--- src/rtl/audio_pkg.sv ---
// Shared types and constants for the audio gain ramp datapath.
// Default widths match the codec path (16-bit samples, 12-bit pots).
package audio_pkg;

    localparam int SAMPLE_W = 16;
    localparam int GAIN_W   = 12;

    typedef logic [GAIN_W-1:0]          gain_t;
    typedef logic signed [SAMPLE_W-1:0] sample_t;

    typedef enum logic [1:0] {
        IDLE = 2'd0,
        MUL  = 2'd1,
        DONE = 2'd2
    } state_e;

    localparam gain_t   UNITY_GAIN = gain_t'(1 << (GAIN_W - 1));
    localparam sample_t SAT_MAX    = sample_t'((1 << (SAMPLE_W - 1)) - 1);
    localparam sample_t SAT_MIN    = sample_t'(1 << (SAMPLE_W - 1));

endpackage

--- src/rtl/audio_gain_ramp_ramp.sv ---
// Gain slew limiter: latches the target at frame capture and moves
// cur_gain toward it by at most RAMP_STEP per completed frame.
module gain_ramp
    import audio_pkg::*;
#(
    parameter int VOL_W     = GAIN_W,
    parameter int RAMP_STEP = 64,
    parameter int INV_VOL   = 1
) (
    input  logic             clk,
    input  logic             rst_n,
    input  logic             load,
    input  logic             step,
    input  logic [VOL_W-1:0] volume,
    input  logic             mute,
    output logic [VOL_W-1:0] cur_gain
);

    localparam logic [VOL_W-1:0] STEP_MAX = VOL_W'(RAMP_STEP);

    logic [VOL_W-1:0] target;
    logic [VOL_W-1:0] tgt_nx;
    logic [VOL_W-1:0] delta;
    logic [VOL_W-1:0] step_amt;
    logic             rising;

    always_comb begin
        tgt_nx = volume;
        if (INV_VOL != 0)
            tgt_nx = ~volume;
        if (mute)
            tgt_nx = '0;
    end

    // Step is clamped to the remaining distance so the ramp never overshoots.
    always_comb begin
        rising   = target > cur_gain;
        delta    = rising ? target - cur_gain : cur_gain - target;
        step_amt = (delta < STEP_MAX) ? delta : STEP_MAX;
    end

    always_ff @(posedge clk or negedge rst_n) begin
        if (!rst_n) begin
            target   <= '0;
            cur_gain <= '0;
        end else begin
            if (load)
                target <= tgt_nx;
            if (step)
                cur_gain <= rising ? cur_gain + step_amt
                                   : cur_gain - step_amt;
        end
    end

endmodule

--- src/rtl/audio_gain_ramp.sv ---
// Multi-channel volume stage: one shared multiplier walks the channels,
// results saturate to the sample width, gain is ramped per frame.
module audio_gain_ramp
    import audio_pkg::*;
#(
    parameter int DATA_W    = SAMPLE_W,
    parameter int VOL_W     = GAIN_W,
    parameter int NCH       = 2,
    parameter int RAMP_STEP = 64,
    parameter int INV_VOL   = 1
) (
    input  logic                  clk,
    input  logic                  rst_n,
    input  logic                  aud_vld,
    input  logic [NCH*DATA_W-1:0] aud_in,
    input  logic [VOL_W-1:0]      volume,
    input  logic                  mute,
    output logic [NCH*DATA_W-1:0] aud_out,
    output logic                  out_vld,
    output logic                  busy,
    output logic                  ovr,
    output logic                  sat,
    output logic [VOL_W-1:0]      gain
);

    localparam int PW   = DATA_W + VOL_W + 1;
    localparam int CH_W = (NCH > 1) ? $clog2(NCH) : 1;
    localparam int HW   = PW - DATA_W + 1;

    localparam logic [DATA_W-1:0] LIM_MAX = {1'b0, {(DATA_W-1){1'b1}}};
    localparam logic [DATA_W-1:0] LIM_MIN = {1'b1, {(DATA_W-1){1'b0}}};

    state_e state, state_nx;

    logic [CH_W-1:0]       ch;
    logic [NCH*DATA_W-1:0] smp_buf;
    logic [NCH*DATA_W-1:0] stg;
    logic [NCH*DATA_W-1:0] stg_nx;
    logic [VOL_W-1:0]      frame_gain;
    logic [VOL_W-1:0]      cur_gain;
    logic                  capture;
    logic                  last_ch;
    logic                  clip;
    logic                  sat_acc;
    logic [HW-1:0]         head;
    logic [DATA_W-1:0]     res;

    logic signed [DATA_W-1:0] smp;
    logic signed [PW-1:0]     prod;
    logic signed [PW-1:0]     shf;

    assign capture = (state == IDLE) && aud_vld;
    assign busy    = (state != IDLE);
    assign ovr     = aud_vld && (state != IDLE);
    assign last_ch = (ch == CH_W'(NCH - 1));
    assign gain    = cur_gain;

    always_comb begin
        state_nx = state;
        unique case (state)
            IDLE: if (aud_vld) state_nx = MUL;
            MUL:  if (last_ch) state_nx = DONE;
            DONE: state_nx = IDLE;
            default: state_nx = IDLE;
        endcase
    end

    // Result fits when all bits above the sample sign bit agree with it.
    always_comb begin
        smp    = smp_buf[ch*DATA_W +: DATA_W];
        prod   = smp * $signed({1'b0, frame_gain});
        shf    = prod >>> (VOL_W - 1);
        head   = shf[PW-1:DATA_W-1];
        clip   = !((&head) || !(|head));
        res    = shf[DATA_W-1:0];
        if (clip)
            res = shf[PW-1] ? LIM_MIN : LIM_MAX;
        stg_nx = stg;
        stg_nx[ch*DATA_W +: DATA_W] = res;
    end

    always_ff @(posedge clk or negedge rst_n) begin
        if (!rst_n)
            state <= IDLE;
        else
            state <= state_nx;
    end

    always_ff @(posedge clk or negedge rst_n) begin
        if (!rst_n) begin
            ch         <= '0;
            smp_buf    <= '0;
            stg        <= '0;
            frame_gain <= '0;
            sat_acc    <= 1'b0;
            aud_out    <= '0;
            out_vld    <= 1'b0;
            sat        <= 1'b0;
        end else begin
            out_vld <= 1'b0;
            if (capture) begin
                smp_buf    <= aud_in;
                frame_gain <= cur_gain;
                ch         <= '0;
                sat_acc    <= 1'b0;
            end
            if (state == MUL) begin
                stg     <= stg_nx;
                sat_acc <= sat_acc | clip;
                ch      <= ch + 1'b1;
                if (last_ch) begin
                    aud_out <= stg_nx;
                    sat     <= sat_acc | clip;
                    out_vld <= 1'b1;
                end
            end
        end
    end

    gain_ramp #(
        .VOL_W     (VOL_W),
        .RAMP_STEP (RAMP_STEP),
        .INV_VOL   (INV_VOL)
    ) u_ramp (
        .clk      (clk),
        .rst_n    (rst_n),
        .load     (capture),
        .step     (state == DONE),
        .volume   (volume),
        .mute     (mute),
        .cur_gain (cur_gain)
    );

endmodule

--- config.mk ---
export PLATFORM = sky130hd
export DESIGN_NAME = audio_gain_ramp
export DESIGN_NICKNAME = d
export VERILOG_FILES = /design/src/rtl/audio_pkg.sv /design/src/rtl/audio_gain_ramp_ramp.sv /design/src/rtl/audio_gain_ramp.sv
export SDC_FILE = /design/constraint.sdc
export NUM_CORES = 1
export LEC_CHECK = 0
export CAP_MARGIN = 40
export CORE_ASPECT_RATIO = 2
export CORE_UTILIZATION = 62
export DETAILED_ROUTE_END_ITERATION = 10
export PLACE_DENSITY = 0.81
export SLEW_MARGIN = 20
export SYNTH_ARGS = -nofsm -noshare
export SYNTH_HDL_FRONTEND = slang
export SYNTH_HIERARCHICAL = 1
export SYNTH_SLANG_ARGS = --single-unit
--- constraint.sdc ---
create_clock -name clk -period 9.83 [get_ports clk]
set_input_delay 0.983 -clock clk [delete_from_list [all_inputs] [get_ports clk]]
set_output_delay 0.983 -clock clk [all_outputs]
set_load 0.01 [all_outputs]
Yosys cells after proc, flatten, opt, wreduce, memory -nomap -nowiden
Cells that the tools add are included.
{ "op_classes": {"add_sub_neg": 6, "mul": 1, "n_lt_le_gt_ge": 2, "eq_ne": 4, "shift": 3, "muxes": 15, "bitwise": 2, "reduce_logical": 12} }
{ "op_table": {"columns": ["operator", "count"], "rows": [
  ["2-to-1 mux 12 bit", 4],
  ["subtractor 12 bit", 3],
  ["negation 5 -> 34 bit", 1],
  ["variable shift 16 x 34 -> 32 bit (first input constant)", 1],
  ["indexed part select 16 x 34 -> 32 bit", 1],
  ["bitwise mux 32 bit", 1],
  ["2-to-1 mux 16 bit", 2],
  ["indexed part select 32 x 6 -> 16 bit", 1],
  ["multiplier 16 x 13 -> 29 bit", 1],
  ["adder 12 bit", 1],
  ["greater-than comparator 12 bit", 1],
  ["< comparator 12 x 7 -> 1 bit (second input constant)", 1],
  ["inverter 12 bit", 1],
  ["2-to-1 mux 1 bit", 5],
  ["2-to-1 mux 2 bit", 2],
  ["inequality test 2 bit (second input constant)", 2],
  ["one-hot mux 2 bit (2 select lines)", 1],
  ["AND reduction 2 bit", 2],
  ["nonzero test 2 bit", 2],
  ["AND reduction 3 bit", 1],
  ["OR reduction 3 bit", 1],
  ["equality test 2 x 1 -> 1 bit (second input constant)", 1],
  ["equality test 2 bit (second input constant)", 1],
  ["logical AND 1 bit", 2],
  ["5 further kinds", 6]
]} }
{ "totals": {"ff_bits": 138, "inputBits": 48, "output_inout_bits": 48} }

Longest topological paths before layout
{ "depth": {"ltp_word": 8, "mapped_depth": 28, "depth_no_buf": 26} }

Hierarchy
Netlist, hierarchy kept.
{ "by_module_without_submodules": {"columns": ["module", "n_inst", "cells_each", "area_per_inst_um2"], "rows": [
  ["audio_gain_ramp", 1, 1273, 11324.6],
  ["gain_ramp", 1, 400, 3099.2]
]} }

Worst setup path after synthesis
Ideal clock, no wire load.
{ "synth_timing": {"path_kind": "reg2reg", "start": "register ch", "end": "register aud_out[17]", "setup_ns": 0.104, "t_arrival_ns": 6.809, "required_ns": 9.726, "path_slack_ns": 2.917, "path_stages_with_launch": 27, "path_buffers": 6, "cell_sequence": "dfrtp_1 -> buf_6 -> clkbuf_1 -> mux2_2 -> clkbuf_1 -> and2_1 -> fa_1 -> inv_1 -> fa_1 -> inv_1 -> fa_1 -> fa_1 -> inv_1 -> fa_1 -> inv_1 -> ha_1 -> buf_2 -> a21oi_1 -> o211ai_1 -> a221oi_1 -> o2111a_1 -> nor3_1 -> or4_1 -> nor2b_1 -> buf_6 -> buf_6 -> a221oi_1"} }
{ "synth_via": {"elab_chain_cells": 8, "elab_cells_between_ends": 13} }
{ "synth_rtl": {"columns": ["element", "line_no", "rtl"], "rows": [
  ["from (decl)", "audio_gain_ramp.sv:35", "logic [CH_W-1:0] ch;"],
  ["from (signal assigned)", "audio_gain_ramp.sv:110", "ch <= ch + 1'b1;"],
  ["indexed part select 32 x 6 -> 16 bit", "audio_gain_ramp.sv:70", "smp = smp_buf[ch*DATA_W +: DATA_W];"],
  ["multiplier 16 x 13 -> 29 bit", "audio_gain_ramp.sv:71", "prod = smp * $signed({1'b0, frame_gain});"],
  ["OR reduction 3 bit", "audio_gain_ramp.sv:74", "clip = !((&head) || !(|head));"],
  ["logical NOT 1 bit", "audio_gain_ramp.sv:74", null],
  ["logical OR 1 bit", "audio_gain_ramp.sv:74", null],
  ["2-to-1 mux 16 bit", "audio_gain_ramp.sv:76", "if (clip)"],
  ["indexed part select 16 x 34 -> 32 bit", "audio_gain_ramp.sv:79", "stg_nx[ch*DATA_W +: DATA_W] = res;"],
  ["bitwise mux 32 bit", "audio_gain_ramp.sv:79", null],
  ["to (signal assigned)", "audio_gain_ramp.sv:112", "aud_out <= stg_nx;"],
  ["to (decl)", "audio_gain_ramp.sv:18", "output logic [NCH*DATA_W-1:0] aud_out,"]
]} }
Several ways; a longest one is shown, not always the timed one.
A chain may end at the register's enable or synchronous reset.

Final worst setup path
{ "layout_timing": {"start": "register ch", "end": "register stg[9]"} }
{ "layout_via": {"elab_chain_cells": 8, "elab_cells_between_ends": 12} }
{ "layout_rtl": {"columns": ["element", "line_no", "rtl"], "rows": [
  ["indexed part select 32 x 6 -> 16 bit", "audio_gain_ramp.sv:70", null],
  ["multiplier 16 x 13 -> 29 bit", "audio_gain_ramp.sv:71", null],
  ["OR reduction 3 bit", "audio_gain_ramp.sv:74", null],
  ["logical NOT 1 bit", "audio_gain_ramp.sv:74", null],
  ["logical OR 1 bit", "audio_gain_ramp.sv:74", null],
  ["2-to-1 mux 16 bit", "audio_gain_ramp.sv:76", null],
  ["indexed part select 16 x 34 -> 32 bit", "audio_gain_ramp.sv:79", null],
  ["bitwise mux 32 bit *", "audio_gain_ramp.sv:79", null],
  ["to (signal assigned)", "audio_gain_ramp.sv:108", "stg <= stg_nx;"],
  ["to (decl)", "audio_gain_ramp.sv:37", "logic [NCH*DATA_W-1:0] stg;"]
]} }
Mark *: on every way between the ends. The rest lies on a longest branch, timed or not.

==> results_dict.tcl <==
set metrics [dict create \
    drtIter0Drc 668 \
    die_area_mm2 0.0239 \
    post_cts_buffers 0 \
    finClkSkew_ps 11.2 \
    slew_headroom_pct 40.0 \
    cts.reportedPaths.clkPinSlew_ps 60 \
    grt.met3_usage_pct 5.08 \
    routabilityCongestion 0.899 \
    max_stage_delay_ps 750 \
    rsz0062_at_grt "no" \
    antennaDiodeCount 0 \
    viasPerCell 5.88 \
    grt_pass1_wl_um 59400 \
    timing_max_transition_violations_final 0 \
    drc 0 \
    final_core_util_pct 70.6 \
    whs_ps 471 \
    grtUsageMet2_pct 61.6 \
    fmax_ghz 0.131 \
    cts_buffers 17 \
    start_util_pct 63.4 \
    h-tree-depth 4 \
    setup_viol 0 \
    routedWlPerCell_um 17.9 \
    period_share_pct 77.8 \
    vias 11792 \
    required_ps 10140 \
    period_needed_ps 7650 \
    crit_top_cell "fa_1" \
    synthCells 1673 \
    die_w_um 110 \
    grt_use_met1_pct 31.5 \
    hp-class "flop to flop" \
    synth_seq_area_share_pct 21.2 \
    ios 96 \
    grt_use_total_pct 32.8 \
    grt.busiest_layer "met2" \
    layout-drive-gt1-share_pct 4.99 \
    die_y_um 218 \
    cp_max_fo 21 \
    ys.flop_type "dfrtp_1" \
    area_growth_pct 11.2 \
    antenna_found_initial 0 \
    ys_types 78 \
    avgSynthCellArea_um2 8.62 \
    worstSetupEndpointType "flop" \
    cp_slowest_cell "fa_1" \
    rrSetupSlack_ps 2180 \
    port_buffers 95 \
    status "finished, final reports clean" \
    hpwl_um 28600 \
    clockBufferDepth 2 \
    synth_area_mm2 0.0144 \
    post_cts_resized 0 \
    clkLatencyLatePin_ps 440 \
    rows 78 \
    grt_pass1_vias 12709 \
    worst_pin_slew_ps 894 \
    drtAntennaViolNets 0 \
    start_kind "flop" \
    cp_data_arrival_time_ps 7950 \
    grt_remaining_overflow 0 \
    wirelength_um 35900 \
    path_class "flop to flop" \
    cts.sinks 122 \
    first_pass_iters 6 \
    cts_tree "done" \
    syn_nets 1999 \
    drv_cap 0 \
    grt_max_degree 69 \
    ys_seq_elements 122 \
    setup_tns_ps 0 \
    core_region_area_mm2 0.0227 \
    synthArstFlopShare_pct 100 \
    yosys_warnings 6 \
    cts-hold-fix-buffers 0 \
    path_cells "buf_8, mux2_2, and2_1, fa_1, inv_1, fa_1, inv_1, fa_1, fa_1, inv_1, fa_1, inv_1, ha_1, a21oi_1, o21ai_0, o41ai_1, nand2b_1, xor2_1, nor2b_2, buf_6, o311ai_1" \
    cts_root_buffer "clkbuf_16" \
    hold_violations 0 \
    fin_nets 2038 \
    synth_edf_count 0 \
]
-- synth_stat cells, drive strengths merged, types with 15 or more instances --
cell type	instances	area [um2]
buf	24	180
a21oi	50	250
nor2	60	228
o21ai	51	255
mux2	20	229
a211oi	18	135
nand3	16	80.1
inv	287	1080
dfrtp	122	3050
o311ai	16	140
ha	98	1230
xnor2	24	210
fa	180	3600
clkbuf	62	233
nand2	346	1310
and2	105	657
nor3	15	75.1
-- final cells by class --
class / count / area [um2]
clock buffer: 19 / 433
clock inverter: 13 / 168
fill: 1736 / 6700
inverter: 288 / 1080
multi-input combinational: 1177 / 9880
sequential: 122 / 3050
tap: 280 / 350
timing repair buffer: 106 / 1080
-- sequential cells by signal (all words and copies together), names as in the netlist --
name	flops
frame_gain	12
sat	1
state	2
stg	16
aud_out	32
ch	1
u_ramp/cur_gain	12
out_vld	1
u_ramp/target	12
sat_acc	1
smp_buf	32
-- per-stage QoR --
stage | setup WS [ps] | instances | cell area [um2]
5_1_grt | 1710 | 2005 | 16000
4_1_cts | 1860 | 2003 | 16000
3_3_place_gp | 2140 | 1968 | 15400
3_5_place_dp | 2010 | 1971 | 15400
2_1_floorplan | 2920 | 1673 | 14400
6_report | 2180 | 2005 | 16000
-- cells by family (layout without fill, tap and decap cells) --
kind of cell               count (synthesis)  count (layout)  synth area share [%]
AOI/OAI and AO/OA                        239             239                  11.8
xor gates and xnor gates                  36              36                  2.19
adders and majority gates                278             278                  33.5
buffers and inverters                    374             426                  10.4
DFF                                      122             122                  21.2
muxes                                     25              25                  1.93
and+or+nand+nor                          599             599                  19.1
-- worst max-delay path, delay by kind of cell (launching register included) --
| kind | cells | cell delay, ps |
|---|---|---|
| adders and majority gates | 6 | 3360 |
| and+or+nand+nor | 3 | 670 |
| buffers and inverters | 6 | 800 |
| xor gates and xnor gates | 1 | 660 |
| AOI/OAI and AO/OA | 4 | 1130 |
| muxes | 1 | 460 |
| DFF | 1 | 410 |
-- path summary, 6_finish.rpt --
check / endpoint / from / cells past startpoint
setup / recovery: stg[9] / ch / 21
hold / removal: aud_out[12] / stg[12] / 2
setup reg to reg: stg[9] / ch / 21
hold reg to reg: aud_out[12] / stg[12] / 2
max in group asynchronous: u_ramp/target[4] / rst_n / 3
min in group asynchronous: aud_out[0] / rst_n / 1
-- placed cells by master (no fill, tap or decap), types with 13 or more instances in the layout --
cell,netlist,final
nand2_1,345,345
inv_1,286,286
fa_1,180,180
dfrtp_1,122,122
and2_1,105,105
ha_1,98,98
clkdlybuf4s50_1,0,94
nor2_1,59,59
a21oi_1,50,50
o21ai_0,49,49
xnor2_1,24,24
mux2_2,19,19
a211oi_1,18,18
clkbuf_16,0,17
nand3_1,16,16
o311ai_1,16,16
nor3_1,15,15
nor2b_1,14,13
-- per-layer routing --
| metal | routed length (um) | share of wire [%] |
|---|---|---|
| met5 | 0 | 0 |
| met4 | 2450 | 6.8 |
| met3 | 1480 | 4.1 |
| met2 | 20000 | 56 |
| met1 | 12000 | 33 |
Power is not shown: default switching activity piles up to over one toggle a cycle in this logic, so the estimate is an artifact.
